<file path="src/rtl/distributor4_if.sv">
// rtl/distributor4_if.sv - producer/consumer bundle for the 1-to-4 distributor
interface distributor4_if #(
    parameter int WIDTH = 4
);
    logic [WIDTH-1:0] in_data;
    logic [1:0]       in_select;
    logic             in_valid;
    logic             in_ready;
    logic [WIDTH-1:0] out_data0;
    logic [WIDTH-1:0] out_data1;
    logic [WIDTH-1:0] out_data2;
    logic [WIDTH-1:0] out_data3;
    logic [3:0]       out_valid;
    logic [3:0]       out_ready;

    modport master (
        output in_data, in_select, in_valid, out_ready,
        input  in_ready, out_data0, out_data1, out_data2, out_data3, out_valid
    );

    modport slave (
        input  in_data, in_select, in_valid, out_ready,
        output in_ready, out_data0, out_data1, out_data2, out_data3, out_valid
    );
endinterface

</file>
<file path="src/rtl/distributor4.sv">
// rtl/distributor4.sv - 1-to-4 stream distributor with a fall-through FIFO per port
module distributor4 #(
    parameter int WIDTH = 4,
    parameter int DEPTH = 2
) (
    input logic           clk_i,
    input logic           rst_n_i,
    distributor4_if.slave bus
);
    localparam int PW = $clog2(DEPTH);
    localparam int CW = $clog2(DEPTH + 1);
    localparam logic [CW-1:0] FULL = CW'(DEPTH);

    logic [WIDTH-1:0] mem_q [4][DEPTH];
    logic [WIDTH-1:0] mem_d [4][DEPTH];
    logic [PW-1:0]    wr_ptr_q [4];
    logic [PW-1:0]    wr_ptr_d [4];
    logic [PW-1:0]    rd_ptr_q [4];
    logic [PW-1:0]    rd_ptr_d [4];
    logic [CW-1:0]    count_q [4];
    logic [CW-1:0]    count_d [4];

    logic             in_ready;
    logic [3:0]       valid;
    logic [3:0]       push;
    logic [3:0]       pop;
    logic [WIDTH-1:0] head [4];

    // Ready depends only on registered counts, so consumer stalls never reach the producer combinationally.
    always_comb begin
        in_ready = (count_q[bus.in_select] != FULL);
        valid    = '0;
        push     = '0;
        pop      = '0;
        for (int n = 0; n < 4; n++) begin
            valid[n] = (count_q[n] != '0);
            push[n]  = bus.in_valid & in_ready & (bus.in_select == 2'(n));
            pop[n]   = valid[n] & bus.out_ready[n];
            head[n]  = valid[n] ? mem_q[n][rd_ptr_q[n]] : '0;
        end
    end

    always_comb begin
        mem_d    = mem_q;
        wr_ptr_d = wr_ptr_q;
        rd_ptr_d = rd_ptr_q;
        count_d  = count_q;
        for (int n = 0; n < 4; n++) begin
            if (push[n]) begin
                mem_d[n][wr_ptr_q[n]] = bus.in_data;
                wr_ptr_d[n]           = wr_ptr_q[n] + PW'(1);
            end
            if (pop[n]) begin
                rd_ptr_d[n] = rd_ptr_q[n] + PW'(1);
            end
            count_d[n] = count_q[n] + CW'(push[n]) - CW'(pop[n]);
        end
    end

    always_ff @(posedge clk_i or negedge rst_n_i) begin
        if (!rst_n_i) begin
            for (int n = 0; n < 4; n++) begin
                wr_ptr_q[n] <= '0;
                rd_ptr_q[n] <= '0;
                count_q[n]  <= '0;
                for (int e = 0; e < DEPTH; e++) begin
                    mem_q[n][e] <= '0;
                end
            end
        end else begin
            mem_q    <= mem_d;
            wr_ptr_q <= wr_ptr_d;
            rd_ptr_q <= rd_ptr_d;
            count_q  <= count_d;
        end
    end

    assign bus.in_ready  = in_ready;
    assign bus.out_valid = valid;
    assign bus.out_data0 = head[0];
    assign bus.out_data1 = head[1];
    assign bus.out_data2 = head[2];
    assign bus.out_data3 = head[3];
endmodule

</file>
<file path="src/flat_wrapper.sv">
// flat-port wrapper written by rule: the top's interface ports become plain ports
module distributor4_flat 
#(
    parameter int WIDTH = 4,
    parameter int DEPTH = 2
)
  (clk_i, rst_n_i, bus_in_data, bus_in_select, bus_in_valid, bus_out_ready, bus_in_ready, bus_out_data0, bus_out_data1, bus_out_data2, bus_out_data3, bus_out_valid);
  distributor4_if #(.WIDTH(WIDTH)) bus_i ();
  input logic clk_i;
  input logic rst_n_i;
  input wire logic [$bits(bus_i.in_data)-1:0] bus_in_data;
  input wire logic [$bits(bus_i.in_select)-1:0] bus_in_select;
  input wire logic [$bits(bus_i.in_valid)-1:0] bus_in_valid;
  input wire logic [$bits(bus_i.out_ready)-1:0] bus_out_ready;
  output wire logic [$bits(bus_i.in_ready)-1:0] bus_in_ready;
  output wire logic [$bits(bus_i.out_data0)-1:0] bus_out_data0;
  output wire logic [$bits(bus_i.out_data1)-1:0] bus_out_data1;
  output wire logic [$bits(bus_i.out_data2)-1:0] bus_out_data2;
  output wire logic [$bits(bus_i.out_data3)-1:0] bus_out_data3;
  output wire logic [$bits(bus_i.out_valid)-1:0] bus_out_valid;
  assign bus_i.in_data = bus_in_data;
  assign bus_i.in_select = bus_in_select;
  assign bus_i.in_valid = bus_in_valid;
  assign bus_i.out_ready = bus_out_ready;
  assign bus_in_ready = bus_i.in_ready;
  assign bus_out_data0 = bus_i.out_data0;
  assign bus_out_data1 = bus_i.out_data1;
  assign bus_out_data2 = bus_i.out_data2;
  assign bus_out_data3 = bus_i.out_data3;
  assign bus_out_valid = bus_i.out_valid;
  distributor4 #(.WIDTH(WIDTH), .DEPTH(DEPTH)) u_core (.clk_i(clk_i), .rst_n_i(rst_n_i), .bus(bus_i));
endmodule
</file>
<file path="config.mk">
export PLATFORM = sky130hd
export DESIGN_NAME = distributor4_flat
export DESIGN_NICKNAME = d
export VERILOG_FILES = /design/src/rtl/distributor4_if.sv /design/src/rtl/distributor4.sv /design/src/flat_wrapper.sv
export SDC_FILE = /design/constraint.sdc
export NUM_CORES = 1
export LEC_CHECK = 0
export CELL_PAD_IN_SITES_DETAIL_PLACEMENT = 1
export CELL_PAD_IN_SITES_GLOBAL_PLACEMENT = 2
export CORE_AREA = 5 5 84 86
export DETAILED_ROUTE_END_ITERATION = 10
export DIE_AREA = 0 0 89 91
export GPL_TIMING_DRIVEN = 0
export PLACE_DENSITY = 0.93
export SLEW_MARGIN = 10
export SYNTH_ARGS = -nofsm -noshare
export SYNTH_HDL_FRONTEND = slang
export SYNTH_SLANG_ARGS = --single-unit
</file>
<file path="constraint.sdc">
create_clock -name clk_i -period 4.15 [get_ports clk_i]
set_clock_uncertainty 0.05 [all_clocks]
set_input_delay 0.415 -clock clk_i [delete_from_list [all_inputs] [get_ports clk_i]]
set_output_delay 0.415 -clock clk_i [all_outputs]
set_load 0.05 [all_outputs]
</file>
---- After elaboration in Yosys (flattened, before gate mapping) ----
Index checks and enable logic that the tools add are counted.
storage, ports and cells
  logic and storage cells ................. 111
  bits of input ports ..................... 13
  output and inout port bits .............. 21
  flip-flop bits (word level) ............. 48
operators by class
  mux-type cells .......................... 31
  add/sub/neg operators ................... 16
  equal/unequal tests ..................... 4
  bitwise gates (word level) .............. 18
  reductions and logical operators ........ 9
  magnitude comparators ................... 13
operator list
  operator               count
  $mux W4                20
  $bwmux W8              4
  $demux W4 S1           4
  $ge A2 B2 Y1 const B   8
  $not A1 Y2             8
  $and A1 B1 Y1          9
  $add A1 B1 Y1 const B  8
  $add A2 B1 Y2          4
  $lt A2 B1 Y1 const B   4
  $reduce_bool A2 Y1     4
  $sub A2 B1 Y2          4
  $bmux W2 S2            1
  $eq A2 B2 Y1 const B   2
  $logic_and A1 B1 Y1    4
  $mux W2                2
  $ge A3 B3 Y1 const B   1
  $not A2 Y3             1
  $eq A2 B1 Y1 const B   1
  $logic_not A2 Y1       1
  $ne A2 B2 Y1 const B   1

---- Logic depth before layout (Yosys ltp) ----
  depth in word-level cells ............... 9
  depth in mapped cells ................... 7

---- Worst setup path before layout ----
No wires, ideal clock.
  path type ............................... input to register
  start ................................... input port bus_in_select[1]
  end ..................................... register u_core.mem_q[28] in the netlist's numbering
  library setup time ...................... 125 ps
  setup slack ............................. 2335 ps
  data required time ...................... 3975 ps
  path buffers ............................ 2
  arrival ................................. 1640 ps
  stages .................................. 5
  cells stage by stage .................... buf_6 > or3b_4 > or3_1 > buf_6 > mux2_4
between the ends
  word-level cells in the longest chain between the ends .. 7
  elaborated cells between the ends (all ways) .. 8
RTL lines
  what                                         line                source
  start: declaration                           flat_wrapper.sv:12  input wire logic [$bits(bus_i.in_select)-1:0] bus_in_select;
  $not A2 Y3 (implied by the code)             distributor4.sv:31  in_ready = (count_q[bus.in_select] != FULL);
  $bmux W2 S2                                  distributor4.sv:31
  $mux W2 (implied by the code) (2 in series)  distributor4.sv:31
  $ne A2 B2 Y1                                 distributor4.sv:31
  $and A1 B1 Y1                                distributor4.sv:37  push[n] = bus.in_valid & in_ready & (bus.in_select == 2'(n));
  $and A1 B1 Y1 *                              distributor4.sv:37
  end signal: assignment                       distributor4.sv:71  mem_q <= mem_d;
  end: declaration                             distributor4.sv:14  logic [WIDTH-1:0] mem_q [4][DEPTH];
Every way passes the cells marked *; elsewhere a longest branch is shown, timed or not. The select of a mux whose other input is x is not followed.
A chain may end at the register's enable or synchronous reset.

---- Final worst setup path ----
  start ................................... register u_core.count_q[5] in the netlist's numbering
  end ..................................... output port bus_in_ready
between the ends
  word-level cells in the longest chain between the ends .. 4
RTL lines
  what                                         line                source
  start: declaration                           distributor4.sv:20  logic [CW-1:0] count_q [4];
  start signal: assignment                     distributor4.sv:74  count_q <= count_d;
  $bmux W2 S2                                  distributor4.sv:31
  $mux W2 (implied by the code) (2 in series)  distributor4.sv:31
  $ne A2 B2 Y1                                 distributor4.sv:31
  end: declaration                             flat_wrapper.sv:15  output wire logic [$bits(bus_i.in_ready)-1:0] bus_in_ready;
Every way passes these cells. The select of a mux whose other input is x is not followed.

==> run metrics <==
status=complete, no violations; 1st-pass router iterations=4; R2R cell count=7; synth unique cells=27; Routed WL=4.74 mm; worst slew pin tran=0.623 ns; Setup Crit Path Kind=reg2out; reg2reg end=u_core.count_q[7]; I/O Buffers=32; 1st-iter DRT viols=30; largest net degree at the start of global routing=27; number of flops mapped to enable cells by yosys=0; grt ovf=0; # IOs=34; CTS resizes=0; Initial Util=38.1%; Die X=89 um; clk slew on worst S/H paths=0.09 ns; startpoint types=flip-flop; Max clock buf depth=2; Setup Viol. Count Final=0; setup bufs post-CTS=0; R2R Path Start=u_core.count_q[6]; share of the synthesized area in the top cell type=50.8%; Max-Slew Margin vs Limit=58.1%; Via Count=1475; r2r setup slk=2.29 ns; initial antenna violation count=0; routability cong.=0.684; nets in the synthesized netlist=210; Mapped Area=2360 um2; RSZ-0062 raised after global routing=no; Worst-Skew Late Latency=0.31 ns; Reg area=1200 um2; CP required=3.68 ns; top post-synthesis cells by area=dfrtp_1 51%, mux2_2 10%, mux2i_1 7.2%; first-pass GRT wire length=7.77 mm; Final Cycle Share=62.4%; Ant. Diodes=0; post-DP HPWL=3.47 mm; Routed Antenna Nets=0; DRC=0; CTS Sinks=48; Avg Cell Area, Syn=12.5 um2; Core Footprint=6200 um2; footprint of the multi-input gates=1070 um2; Hold Fails Final Rpt=0; Root Driver=clkbuf_8; HP Class=in2async; die area=8100 um2; max-slew violation count=0; crit path capture type=output pin; worst-path maximum fanout=4; Critical Path AT=2.12 ns; Worst Setup Slack, final=1.56 ns; via density per instance=4.80; Synth Flop Type=dfrtp_1; synthesis-to-finish area growth=25.0%; DP Worst Slack=1.62 ns; number of global-route vias before repair=1549; MaxCap Viol Count=0; post-route setup TNS=0 ns; Routed WL per cell=15.4 um; Mapped Cells=189; # fillers=665; row cnt=29; Nets=250; Synth warnings=0; share of post-route cells with drive strength above 1=19.6%; CTS tree=done; Synth async-reset ratio=100%; CTS Hold Bufs=0; post-synth top area cell=dfrtp_1; Max H-tree Level=2; GRT Util Overall=12.5%; FF+latch count, synth=48; CTS Buf Count=5; Peak Freq=386 MHz; Die H=91 um; min Tclk post-route=2.59 ns; Seq/Total Area, Yosys=50.8%
[stage by stage]
step | area, um2 | hold slack, ns | util [%] | instances
after floorplan | 2360 | 0.0694 | - | 189
after global placement | 2780 | 0.411 | 44.8 | 298
after detailed placement | 2790 | 0.381 | 45.0 | 299
after CTS | 2950 | 0.0385 | 47.6 | 307
after global routing | 2950 | 0.0755 | 47.6 | 307
final | 2950 | 0.0343 | 47.6 | 307
[how the worst max path moves through the flow]
stage | startpoint | end | depth (start not counted)
global route | u_core.count_q[5] | bus_in_ready | 4
global placement | rst_n_i | u_core.mem_q[0] | 1
floorplan | bus_in_select[1] | u_core.mem_q[28] | 5
detailed placement | bus_in_select[0] | bus_in_ready | 3
finish | u_core.count_q[5] | bus_in_ready | 4
CTS | u_core.count_q[5] | bus_in_ready | 4
[registers in the layout (all words and copies together), names as in the netlist]
name and count:
u_core.rd_ptr_q 4, u_core.count_q 8, u_core.wr_ptr_q 4, u_core.mem_q 32
[critical path, stage by stage, from the launching register on]
cell and delay (ns):
dfrtp_1 0.39, nor2b_1 0.31, mux2i_1 0.12, mux2_2 0.29, clkdlybuf4s50_1 0.71
[Yosys cell counts (all sizes together), types with 2 or more instances]
cell,number
nor3,3
nand2,3
nor2b,8
ha,8
dfrtp,48
xor2,7
mux2i,17
buf,2
xnor2,8
mux2,33
or3b,2
inv,13
clkbuf,5
nor2,21
[final cells by class]
type | instances | share of cell area (%)
well taps | 77 | 3.26
flip-flops and latches | 48 | 40.7
plain buffers | 7 | 1.40
clock buffers | 5 | 2.33
multi-input cells | 121 | 36.3
inverters | 13 | 1.65
clock inverters | 3 | 3.05
repair buffers | 33 | 11.4
[kinds of logic (layout without fill, tap and decap cells)]
kind of cell               after synthesis  count (layout)  share of synthesized area [%]
muxes                                   50              50                           24.2
DFF                                     48              48                           50.8
and+or+nand+nor                         46              46                           10.9
buffers and inverters                   20              61                           3.81
xor gates and xnor gates                15              15                           5.56
adders and majority gates                8               8                           4.24
AOI/OAI and AO/OA                        2               2                          0.423
[cells in the final DEF, fill, tap and decap left out]
cell / n
or4_1: 1
xor2_1: 7
and4_1: 1
mux2_4: 8
and3b_1: 1
bufinv_16: 3
mux2i_1: 17
ha_1: 8
mux2_1: 4
clkdlybuf4s50_1: 31
buf_6: 2
a21oi_1: 1
or3_1: 1
nand2b_1: 1
nor2_1: 21
buf_12: 1
inv_1: 13
dfrtp_1: 48
clkbuf_1: 5
buf_2: 1
nor4_2: 1
nor4b_2: 1
nand2_1: 3
mux2_2: 21
nor2b_1: 8
or3b_4: 2
o21ai_0: 1
nor3_1: 3
and3_1: 1
clkbuf_8: 5
xnor2_1: 8
nand4b_1: 1
[layer usage]
metal / part of all wire, % / GRT usage [%] / vias to the layer above
met5: 0 / 0 / -
met4: 1.3 / 3.72 / 0
met3: 4.2 / 2.71 / 7
met2: 46 / 18.9 / 27
met1: 49 / 18.0 / 729
li1: - / - / 712
Power is not shown: default switching activity piles up to over one toggle a cycle in this logic, so the estimate is an artifact.
